`src/rtl/uart_rx_pkg.sv`:
```
// Shared types and constants for the UART receive control block.
package uart_rx_pkg;

  typedef enum logic [1:0] {
    ST_OFF  = 2'd0,
    ST_LOAD = 2'd1,
    ST_IDLE = 2'd2,
    ST_RECV = 2'd3
  } rx_state_t;

  localparam int PRESCALE_8  = 8;
  localparam int PRESCALE_16 = 16;
  localparam int PRESCALE_32 = 32;

  // Only the oversampling factors the receiver core supports.
  function automatic logic legal_prescale(input logic [31:0] p);
    return (p == 32'(PRESCALE_8)) || (p == 32'(PRESCALE_16)) || (p == 32'(PRESCALE_32));
  endfunction

endpackage

```
`src/rtl/uart_rx_fifo.sv`:
```
// Small synchronous FIFO with a registered head word. The head register holds
// its last value once the FIFO drains, so dout never shows stale slots.
module uart_rx_fifo #(
  parameter int DATA_WIDTH = 8,
  parameter int FIFO_DEPTH = 4
) (
  input  logic                  clk,
  input  logic                  reset,
  input  logic                  push,
  input  logic [DATA_WIDTH-1:0] din,
  input  logic                  pop,
  output logic                  full,
  output logic                  empty,
  output logic [DATA_WIDTH-1:0] dout
);

  localparam int AW = $clog2(FIFO_DEPTH);

  logic [AW:0]           wr_ptr_q, wr_ptr_d, rd_ptr_q, rd_ptr_d;
  logic [DATA_WIDTH-1:0] head_q, head_d;
  logic [DATA_WIDTH-1:0] mem_q [FIFO_DEPTH];
  logic                  push_acc, pop_acc;

  assign empty = (wr_ptr_q == rd_ptr_q);
  assign full  = (wr_ptr_q[AW] != rd_ptr_q[AW]) && (wr_ptr_q[AW-1:0] == rd_ptr_q[AW-1:0]);
  assign dout  = head_q;

  // Pointer advance and next head; a push into the slot that becomes the
  // head this cycle bypasses the memory.
  always_comb begin
    pop_acc  = pop && !empty;
    push_acc = push && (!full || pop_acc);
    wr_ptr_d = wr_ptr_q + (AW+1)'(push_acc);
    rd_ptr_d = rd_ptr_q + (AW+1)'(pop_acc);
    head_d   = head_q;
    if (wr_ptr_d != rd_ptr_d)
      head_d = (push_acc && (wr_ptr_q == rd_ptr_d)) ? din : mem_q[rd_ptr_d[AW-1:0]];
  end

  // Pointer and head registers.
  always_ff @(posedge clk) begin
    if (reset) begin
      wr_ptr_q <= '0;
      rd_ptr_q <= '0;
      head_q   <= '0;
    end else begin
      wr_ptr_q <= wr_ptr_d;
      rd_ptr_q <= rd_ptr_d;
      head_q   <= head_d;
    end
  end

  // Storage array; contents are don't-care until written.
  always_ff @(posedge clk) begin
    if (push_acc) mem_q[wr_ptr_q[AW-1:0]] <= din;
  end

endmodule

```
`src/rtl/uart_rx_ctrl.sv`:
```
// Receiver control: enable sequencing, between-frame config updates, receive
// buffering and sticky error/overrun bookkeeping.
module uart_rx_ctrl
  import uart_rx_pkg::*;
#(
  parameter int SCALE_WIDTH = 6,
  parameter int DATA_WIDTH  = 8,
  parameter int FIFO_DEPTH  = 4,
  parameter int CNT_WIDTH   = 8
) (
  input  logic                   clk,
  input  logic                   reset,
  input  logic                   ctrl_en,
  input  logic                   cfg_wr,
  input  logic [SCALE_WIDTH-1:0] cfg_prescale,
  input  logic                   cfg_par_en,
  input  logic                   cfg_par_typ,
  input  logic                   clr_status,
  input  logic                   rx_busy,
  input  logic                   rx_data_vld,
  input  logic [DATA_WIDTH-1:0]  rx_p_data,
  input  logic                   rx_par_err,
  input  logic                   rx_stp_err,
  output logic                   rx_enable,
  output logic [SCALE_WIDTH-1:0] rx_prescale,
  output logic                   rx_par_en,
  output logic                   rx_par_typ,
  output logic                   out_valid,
  output logic [DATA_WIDTH-1:0]  out_data,
  input  logic                   out_ready,
  output logic                   cfg_pending,
  output logic                   sts_par_err,
  output logic                   sts_stp_err,
  output logic                   sts_ovr,
  output logic                   sts_cfg_err,
  output logic [CNT_WIDTH-1:0]   par_err_cnt,
  output logic [CNT_WIDTH-1:0]   stp_err_cnt,
  output logic [CNT_WIDTH-1:0]   ovr_cnt
);

  rx_state_t              state_q;
  logic                   rx_enable_q, rx_par_en_q, rx_par_typ_q;
  logic [SCALE_WIDTH-1:0] rx_prescale_q;
  logic [SCALE_WIDTH-1:0] sh_prescale_q, sh_prescale_d;
  logic                   sh_par_en_q, sh_par_en_d, sh_par_typ_q, sh_par_typ_d;
  logic                   cfg_pending_q, cfg_pending_d;
  logic                   sts_par_q, sts_par_d, sts_stp_q, sts_stp_d;
  logic                   sts_ovr_q, sts_ovr_d, sts_cfg_q, sts_cfg_d;
  logic [CNT_WIDTH-1:0]   par_cnt_q, par_cnt_d, stp_cnt_q, stp_cnt_d, ovr_cnt_q, ovr_cnt_d;
  logic                   fifo_full, fifo_empty, cfg_ok, cfg_bad, ovr_evt;

  // An event in the same cycle as a clear leaves the counter at 1.
  function automatic logic [CNT_WIDTH-1:0] cnt_upd(input logic [CNT_WIDTH-1:0] c,
                                                   input logic ev, input logic clr);
    if (ev) return clr ? CNT_WIDTH'(1) : ((&c) ? c : c + CNT_WIDTH'(1));
    return clr ? '0 : c;
  endfunction

  uart_rx_fifo #(.DATA_WIDTH(DATA_WIDTH), .FIFO_DEPTH(FIFO_DEPTH)) u_fifo (
    .clk   (clk),
    .reset (reset),
    .push  (rx_data_vld),
    .din   (rx_p_data),
    .pop   (out_ready),
    .full  (fifo_full),
    .empty (fifo_empty),
    .dout  (out_data)
  );

  assign cfg_ok  = cfg_wr && legal_prescale(32'(cfg_prescale));
  assign cfg_bad = cfg_wr && !cfg_ok;
  assign ovr_evt = rx_data_vld && fifo_full && !out_ready;

  // Shadow config, pending flag and status bookkeeping.
  always_comb begin
    sh_prescale_d = sh_prescale_q;
    sh_par_en_d   = sh_par_en_q;
    sh_par_typ_d  = sh_par_typ_q;
    cfg_pending_d = cfg_pending_q;
    if (state_q == ST_LOAD) cfg_pending_d = 1'b0;
    if (cfg_ok) begin
      sh_prescale_d = cfg_prescale;
      sh_par_en_d   = cfg_par_en;
      sh_par_typ_d  = cfg_par_typ;
      cfg_pending_d = 1'b1;
    end
    sts_par_d = rx_par_err || (sts_par_q && !clr_status);
    sts_stp_d = rx_stp_err || (sts_stp_q && !clr_status);
    sts_ovr_d = ovr_evt    || (sts_ovr_q && !clr_status);
    sts_cfg_d = cfg_bad    || (sts_cfg_q && !clr_status);
    par_cnt_d = cnt_upd(par_cnt_q, rx_par_err, clr_status);
    stp_cnt_d = cnt_upd(stp_cnt_q, rx_stp_err, clr_status);
    ovr_cnt_d = cnt_upd(ovr_cnt_q, ovr_evt,    clr_status);
  end

  // Non-FSM registers.
  always_ff @(posedge clk) begin
    if (reset) begin
      sh_prescale_q <= SCALE_WIDTH'(PRESCALE_8);
      sh_par_en_q   <= 1'b0;
      sh_par_typ_q  <= 1'b0;
      cfg_pending_q <= 1'b0;
      sts_par_q     <= 1'b0;
      sts_stp_q     <= 1'b0;
      sts_ovr_q     <= 1'b0;
      sts_cfg_q     <= 1'b0;
      par_cnt_q     <= '0;
      stp_cnt_q     <= '0;
      ovr_cnt_q     <= '0;
    end else begin
      sh_prescale_q <= sh_prescale_d;
      sh_par_en_q   <= sh_par_en_d;
      sh_par_typ_q  <= sh_par_typ_d;
      cfg_pending_q <= cfg_pending_d;
      sts_par_q     <= sts_par_d;
      sts_stp_q     <= sts_stp_d;
      sts_ovr_q     <= sts_ovr_d;
      sts_cfg_q     <= sts_cfg_d;
      par_cnt_q     <= par_cnt_d;
      stp_cnt_q     <= stp_cnt_d;
      ovr_cnt_q     <= ovr_cnt_d;
    end
  end

  // Enable sequencing; config is applied only in LOAD, never mid-frame.
  always_ff @(posedge clk) begin
    if (reset) begin
      state_q       <= ST_OFF;
      rx_enable_q   <= 1'b0;
      rx_prescale_q <= SCALE_WIDTH'(PRESCALE_8);
      rx_par_en_q   <= 1'b0;
      rx_par_typ_q  <= 1'b0;
    end else begin
      case (state_q)
        ST_OFF: if (ctrl_en) state_q <= ST_LOAD;
        ST_LOAD: begin
          state_q       <= ST_IDLE;
          rx_enable_q   <= 1'b1;
          rx_prescale_q <= sh_prescale_q;
          rx_par_en_q   <= sh_par_en_q;
          rx_par_typ_q  <= sh_par_typ_q;
        end
        ST_IDLE: begin
          if (rx_busy) state_q <= ST_RECV;
          else if (!ctrl_en) begin
            state_q     <= ST_OFF;
            rx_enable_q <= 1'b0;
          end else if (cfg_pending_q) begin
            state_q     <= ST_LOAD;
            rx_enable_q <= 1'b0;
          end
        end
        ST_RECV: if (!rx_busy) state_q <= ST_IDLE;
        default: begin
          state_q     <= ST_OFF;
          rx_enable_q <= 1'b0;
        end
      endcase
    end
  end

  assign rx_enable   = rx_enable_q;
  assign rx_prescale = rx_prescale_q;
  assign rx_par_en   = rx_par_en_q;
  assign rx_par_typ  = rx_par_typ_q;
  assign out_valid   = !fifo_empty;
  assign cfg_pending = cfg_pending_q;
  assign sts_par_err = sts_par_q;
  assign sts_stp_err = sts_stp_q;
  assign sts_ovr     = sts_ovr_q;
  assign sts_cfg_err = sts_cfg_q;
  assign par_err_cnt = par_cnt_q;
  assign stp_err_cnt = stp_cnt_q;
  assign ovr_cnt     = ovr_cnt_q;

endmodule

```
`config.mk`:
```
export PLATFORM = sky130hd
export DESIGN_NAME = uart_rx_ctrl
export DESIGN_NICKNAME = d
export VERILOG_FILES = /design/src/rtl/uart_rx_pkg.sv /design/src/rtl/uart_rx_fifo.sv /design/src/rtl/uart_rx_ctrl.sv
export SDC_FILE = /design/constraint.sdc
export NUM_CORES = 1
export LEC_CHECK = 0
export CAP_MARGIN = 20
export CORE_MARGIN = 10
export CORE_UTILIZATION = 55
export DETAILED_ROUTE_END_ITERATION = 7
export PLACE_DENSITY = 0.84
export SYNTH_ARGS = -nofsm -noshare
export SYNTH_HDL_FRONTEND = slang
export SYNTH_SLANG_ARGS = --single-unit
```
`constraint.sdc`:
```
create_clock -name clk -period 6.2 [get_ports clk]
set_clock_uncertainty 0.2 [all_clocks]
set_input_delay 0.93 -clock clk [delete_from_list [all_inputs] [get_ports clk]]
set_output_delay 0.93 -clock clk [all_outputs]
set_load 0.01 [all_outputs]
```
==> results_dict.tcl, run 1 <==
set metrics [dict create \
    synth_cell_types 47 \
    grt_max_degree 35 \
    whs_path_depth 2 \
    overflow 0 \
    core_area_um2 6790 \
    synth_area_um2 3830 \
    status "finished clean" \
    dr.first_iter.drc_count 116 \
    grt_pass1_vias 2810 \
    setup_viol 0 \
    max_slew_margin_pct 44.0 \
    avgSynthCellArea_um2 11.5 \
    hp-start "sh_prescale_q[1]" \
    holdBufCountCts 0 \
    cap_violations 0 \
    powerDensity_nw_per_um2 295 \
    htree_levels 3 \
    critPathKind "in -> reg" \
    total_power_mw 1.43 \
    dieArea_um2 10700 \
    r2r_start "u_fifo.wr_ptr_q[1]" \
    stdcell_count 511 \
    wl_um 8380 \
    start_util_pct 56.4 \
    ys_seq_elements 94 \
    clk_pin_slew_ps 90 \
    crit_path_start_kind "input pin" \
    nNetsFinal 443 \
    cts_root_buf "clkbuf_8" \
    maxClockFrequency_ghz 0.272 \
    finalHoldViolations 0 \
    irDropWorstVdd_mv 0.154 \
    nFillCells 515 \
    grt_use_total_pct 16.5 \
    antenna_found_initial 0 \
    drive_gt1_share_pct 8.43 \
    cts_resized 0 \
    num_io_pins 73 \
    fin_setup_tns_ps 0 \
    critPathArrivalTime_ps 3760 \
    synth-edff-count 32 \
    portBuffers 72 \
    dp_hpwl_um 6000 \
    wl_per_cell_um 16.4 \
    cts_sinks 94 \
    multi_input_area_um2 1570 \
    hp-class "reg -> reg" \
    cp_max_fo 8 \
    antenna_left 0 \
    drc 0 \
    ff2ff_path_depth 12 \
    r2r_end "u_fifo.dout[5]" \
    endpoint_kind "register" \
    drtPass1Iterations 4 \
    syn_to_final_growth_pct 26.8 \
    leakage_nw 1.72 \
    row_count 30 \
    antenna_cells 0 \
    regArea_um2 2200 \
    rsz0062_at_grt "no" \
    post-cts-setup-buffer-count 0 \
    cts.path.max_buffers 2 \
    gp_congestion 0.817 \
    crit_start "out_ready" \
    cts_tree "built" \
    period_share_pct 59.3 \
    cp.required_ps 6280 \
    synth_cells 334 \
    report.final.slew_viol_count 0 \
    synthFlopType "dfxtp_1" \
    routed-via-count 2774 \
    place_inst 494 \
    grt_pass1_wl_um 13700 \
    worstMarginPinSlew_ps 840 \
    period_needed_ps 3680 \
    seq_area_frac_synth_pct 57.4 \
    cts_buffers 9 \
    yosys_warnings 0 \
    ys_async_sr_fraction_pct 0 \
    die_y_um 103 \
    r2r_setup_slack_ps 2800 \
    die_w_um 103 \
    via_per_inst 5.43 \
    clkLatencyLatePin_ps 360 \
    synth_nets 367 \
    holdPathEnd "rx_prescale[1]" \
]
## cells in the final DEF, fill, tap and decap left out, types with 3 or more instances in the layout
master	instances
clkdlybuf4s50_1	72
dfxtp_1	62
nor2_1	38
edfxtp_1	32
nand2_1	30
a21oi_1	21
mux2i_1	16
xnor2_1	13
xor2_1	12
nand4_1	10
nand3_1	9
clkbuf_8	9
mux4_2	8
o2bb2ai_1	8
inv_1	7
ha_1	7
nor3_1	5
nor2b_1	5
and2_1	4
and3_1	4
o21ai_0	3
and4_1	3
## kinds of logic (layout without fill, tap and decap cells)
family                   after synthesis  after routing  share of synthesized area (%)
buffers and inverters                 17             98                           1.80
multiplexers                          24             24                           8.88
AO/OA/AOI/OAI                         45             45                           7.64
XOR/XNOR                              25             25                           5.71
adder cells (fa/ha/maj)                7              7                           2.28
AND/OR/NAND/NOR                      122            122                           16.3
flip-flops                            94             94                           57.4
## synthesized netlist by cell type (all sizes together) (2+ instances only)
master / instances / share of area (%)
nand2b: 2 / 0.33
nand3: 10 / 1.6
o2bb2ai: 8 / 1.8
buf: 3 / 0.42
clkbuf: 7 / 0.69
xor2: 12 / 2.7
mux4: 8 / 4.7
or3: 2 / 0.33
xnor2: 13 / 3.0
nand2: 30 / 2.9
inv: 7 / 0.69
and4: 3 / 0.69
nand4: 10 / 1.6
and2: 4 / 0.65
a21o: 2 / 0.39
ha: 7 / 2.3
o211ai: 2 / 0.39
mux2i: 16 / 4.2
edfxtp: 32 / 25
o21ai: 4 / 0.52
nor2: 38 / 3.7
and3: 5 / 0.85
nor3: 5 / 0.65
nor2b: 5 / 0.82
a21oi: 21 / 2.7
dfxtp: 62 / 32
## flip-flops by register name, indices dropped and copies added, names as in the netlist
register and flops:
u_fifo.mem_q 32, rx_par_typ 1, u_fifo.rd_ptr_q 3, cfg_pending 1, sh_par_en_q 1, sts_par_err 1
rx_par_en 1, u_fifo.dout 8, u_fifo.wr_ptr_q 3, sh_prescale_q 6, sh_par_typ_q 1, sts_stp_err 1
rx_enable 1, par_err_cnt 8, sts_cfg_err 1, rx_prescale 6, sts_ovr 1, ovr_cnt 8
stp_err_cnt 8, state_q 2
## routing by layer
layer | part of all wire (%) | global-route usage, % | vias up
met1 | 43 | 19.6 | 1331
li1 | - | - | 1361
met4 | 1.6 | 6.42 | 0
met5 | 0 | 0 | -
met2 | 48 | 26.6 | 69
met3 | 7.7 | 6.18 | 13
## metrics by stage
step	setup slack [ps]	util [%]	hold slack (ps)	area [um2]
global placement	2110	68.5	239	4650
detailed placement	1980	68.5	246	4650
CTS	2250	71.4	256	4850
global route	2310	71.5	279	4860
finish	2520	71.5	253	4860
floorplan	3060	-	227	3830
## layout make-up
type,instances,share of cell area (%)
Sequential cell,94,45.3
Multi-Input combinational cell,223,32.3
Timing Repair Buffer,75,15.3
Clock buffer,10,3.06
Tap cell,96,2.47
Clock inverter,6,1.06
Inverter,7,0.541
## power breakdown
group / switching, mW / internal [mW] / total (mW)
logic: 0.154 / 0.170 / 0.324
clock network: 0.225 / 0.176 / 0.401
registers: 0.0274 / 0.682 / 0.710
## how the worst max path moves through the flow
stage,to,slack [ps],cells past startpoint
floorplan,u_fifo.dout[0],3060,9
global placement,u_fifo.dout[4],2110,9
detailed placement,u_fifo.dout[5],1980,9
CTS,u_fifo.dout[6],2250,9
global route,u_fifo.dout[3],2310,10
finish,u_fifo.dout[6],2520,10
## worst max-delay path, stage by stage
cell and delay, ps:
clkdlybuf4s50_1 460, nor4_4 540, and2b_2 310, ha_1 180
ha_1 180, xnor2_1 230, xnor2_1 160, nand3_1 130
nor2_1 450, o2bb2ai_1 190
No activity file was read; power rests on OpenSTA's default activity.
==> inputs of run 2 (changes only) <==
Settings changed: CORE_UTILIZATION 55 to 51, PLACE_DENSITY 0.84 to 0.79.
Clock period 6.2 ns to 3.6 ns, I/O delays scaled along.
==> run 2 against run 1 <==
Effect of this change:
- sequential cell count did not move
- critical endpoint is now u_fifo.dout[3]
- worst setup slack got worse by 1900 ps
- routed wire length rose by 2.8%
- die area rose by 6.3%
- sequential share of layout area fell by 0.22 points
- final cell count rose by 1.6%
- sequential power rose by 72%
- global-route usage fell by 0.95 points
- power rose by 68%
==> results_dict.tcl, run 2 (same netlist as run 1, synthesis figures left out) <==
set metrics [dict create \
    antenna_found_initial 0 \
    antenna_left 0 \
    crit_chain "xor2_1 -> nor2_1 -> nand2_1 -> and2_1 -> ha_1 -> ha_1 -> xnor2_1 -> xnor2_1 -> nor4b_2 -> buf_4 -> mux2i_1 -> o2bb2ai_1" \
    powerDensity_nw_per_um2 495 \
    via_per_inst 5.32 \
    nFillCells 597 \
    routed-via-count 2763 \
    cts_sinks 94 \
    met1_usage_pct 18.7 \
    dp_hpwl_um 6370 \
    grt_use_total_pct 15.6 \
    maxClockFrequency_ghz 0.338 \
    critPathArrivalTime_ps 2980 \
    overflow 0 \
    period_needed_ps 2960 \
    final_cell_mix "clkdlybuf4s50_1 (72), dfxtp_1 (62), nor2_1 (38), edfxtp_1 (32), nand2_1 (30)" \
    cp_max_fo 8 \
    hp-class "reg -> reg" \
    grt.met2_usage_pct 25.1 \
    cts_tree "built" \
    cap_violations 0 \
    dieArea_um2 11400 \
    worstMarginPinSlew_ps 917 \
    period_share_pct 82.2 \
    finalHoldViolations 0 \
    status "finished clean" \
    antenna_cells 0 \
    place_ws_ps 295 \
    drtPass1Iterations 4 \
    setup_viol 0 \
    start_util_pct 52.6 \
    clkLatencyLatePin_ps 350 \
    gp_congestion 0.805 \
    row_count 31 \
    cp.required_ps 3620 \
    drive_gt1_share_pct 9.52 \
    top_usage_layer "met2" \
    cts_resized 0 \
    core_area_um2 7290 \
    post-cts-setup-buffer-count 0 \
    drc 0 \
    portBuffers 72 \
    total_power_mw 2.42 \
    htree_levels 3 \
    crit_path_start_kind "register" \
    endpoint_kind "register" \
    fin_setup_tns_ps 0 \
    critPathKind "reg -> reg" \
    grt_pass1_vias 2904 \
    crit_slowest_cell "dfxtp_1" \
    fin_util_pct 67.0 \
    nNetsFinal 448 \
    num_io_pins 73 \
    grt_max_degree 28 \
    final_area_um2 4880 \
    place_area_um2 4700 \
    leakage_nw 1.74 \
    cts_buffers 9 \
    cts.path.max_buffers 2 \
    die_w_um 107 \
    wl_per_cell_um 16.6 \
    syn_to_final_growth_pct 27.4 \
    max_slew_margin_pct 38.8 \
    grt_pass1_wl_um 14400 \
    wl_um 8620 \
    die_y_um 107 \
    irDropWorstVdd_mv 0.204 \
    grtUsageMet3_pct 6.35 \
    rsz0062_at_grt "no" \
    max_stage_delay_ps 470 \
    report.final.slew_viol_count 0 \
    cts_root_buf "clkbuf_8" \
    largest_reg_flops 32 \
    final_common_cell "clkdlybuf4s50_1" \
    clk_pin_slew_ps 90 \
    final.setup.worst_slack_ps 641 \
    holdBufCountCts 0 \
    dr.first_iter.drc_count 74 \
]
[run 2: cell types whose count changed in the layout (fill, tap and decap cells not counted)]
cell,change
clkbuf_4,-1
clkinv_4,+2
inv_8,-1
clkinvlp_4,+1
inv_4,-1
buf_4,+6
clkbuf_16,-1
[run 2: critical path: cells and delay by family (launching register included)]
family | cells | cell delay, ps
AO/OA/AOI/OAI | 1 | 80
XOR/XNOR | 3 | 630
adder cells (fa/ha/maj) | 2 | 370
buffers and inverters | 1 | 240
flip-flops | 1 | 470
multiplexers | 1 | 230
AND/OR/NAND/NOR | 4 | 620
[run 2: per-stage QoR]
step | hold slack (ps) | std cells
after detailed placement | 249 | 503
after global routing | 275 | 519
after CTS | 260 | 519
after global placement | 240 | 503
after floorplan | 227 | 334
final | 254 | 519
[run 2: power breakdown]
| group | switching, mW | internal (mW) | total, mW |
|---|---|---|---|
| clock network | 0.368 | 0.258 | 0.626 |
| logic | 0.263 | 0.304 | 0.567 |
| registers | 0.0491 | 1.18 | 1.22 |
| total | 0.680 | 1.74 | 2.42 |
[run 2: path summary, 6_finish.rpt]
path / start / endpoint / slack, ps / cells after the start
max: u_fifo.wr_ptr_q[0] / u_fifo.dout[3] / 640 / 12
min: sh_prescale_q[1] / rx_prescale[1] / 250 / 2
max reg2reg: u_fifo.wr_ptr_q[0] / u_fifo.dout[3] / 640 / 12
min reg2reg: sh_prescale_q[1] / rx_prescale[1] / 250 / 2
[run 2: area by class of cell]
type | instances | area (um2) | share of cell area, %
Multi-Input combinational cell | 223 | 1570 | 32.1
Sequential cell | 94 | 2200 | 45.1
Clock inverter | 7 | 58.8 | 1.20
Inverter | 7 | 26.3 | 0.538
Tap cell | 99 | 124 | 2.54
Timing Repair Buffer | 80 | 781 | 16.0
Clock buffer | 9 | 124 | 2.54
[run 2: per-layer routing]
metal	part of all wire, %	vias up
met2	48	72
li1	-	1363
met3	7.8	6
met4	0.79	0
met5	0	-
met1	44	1322
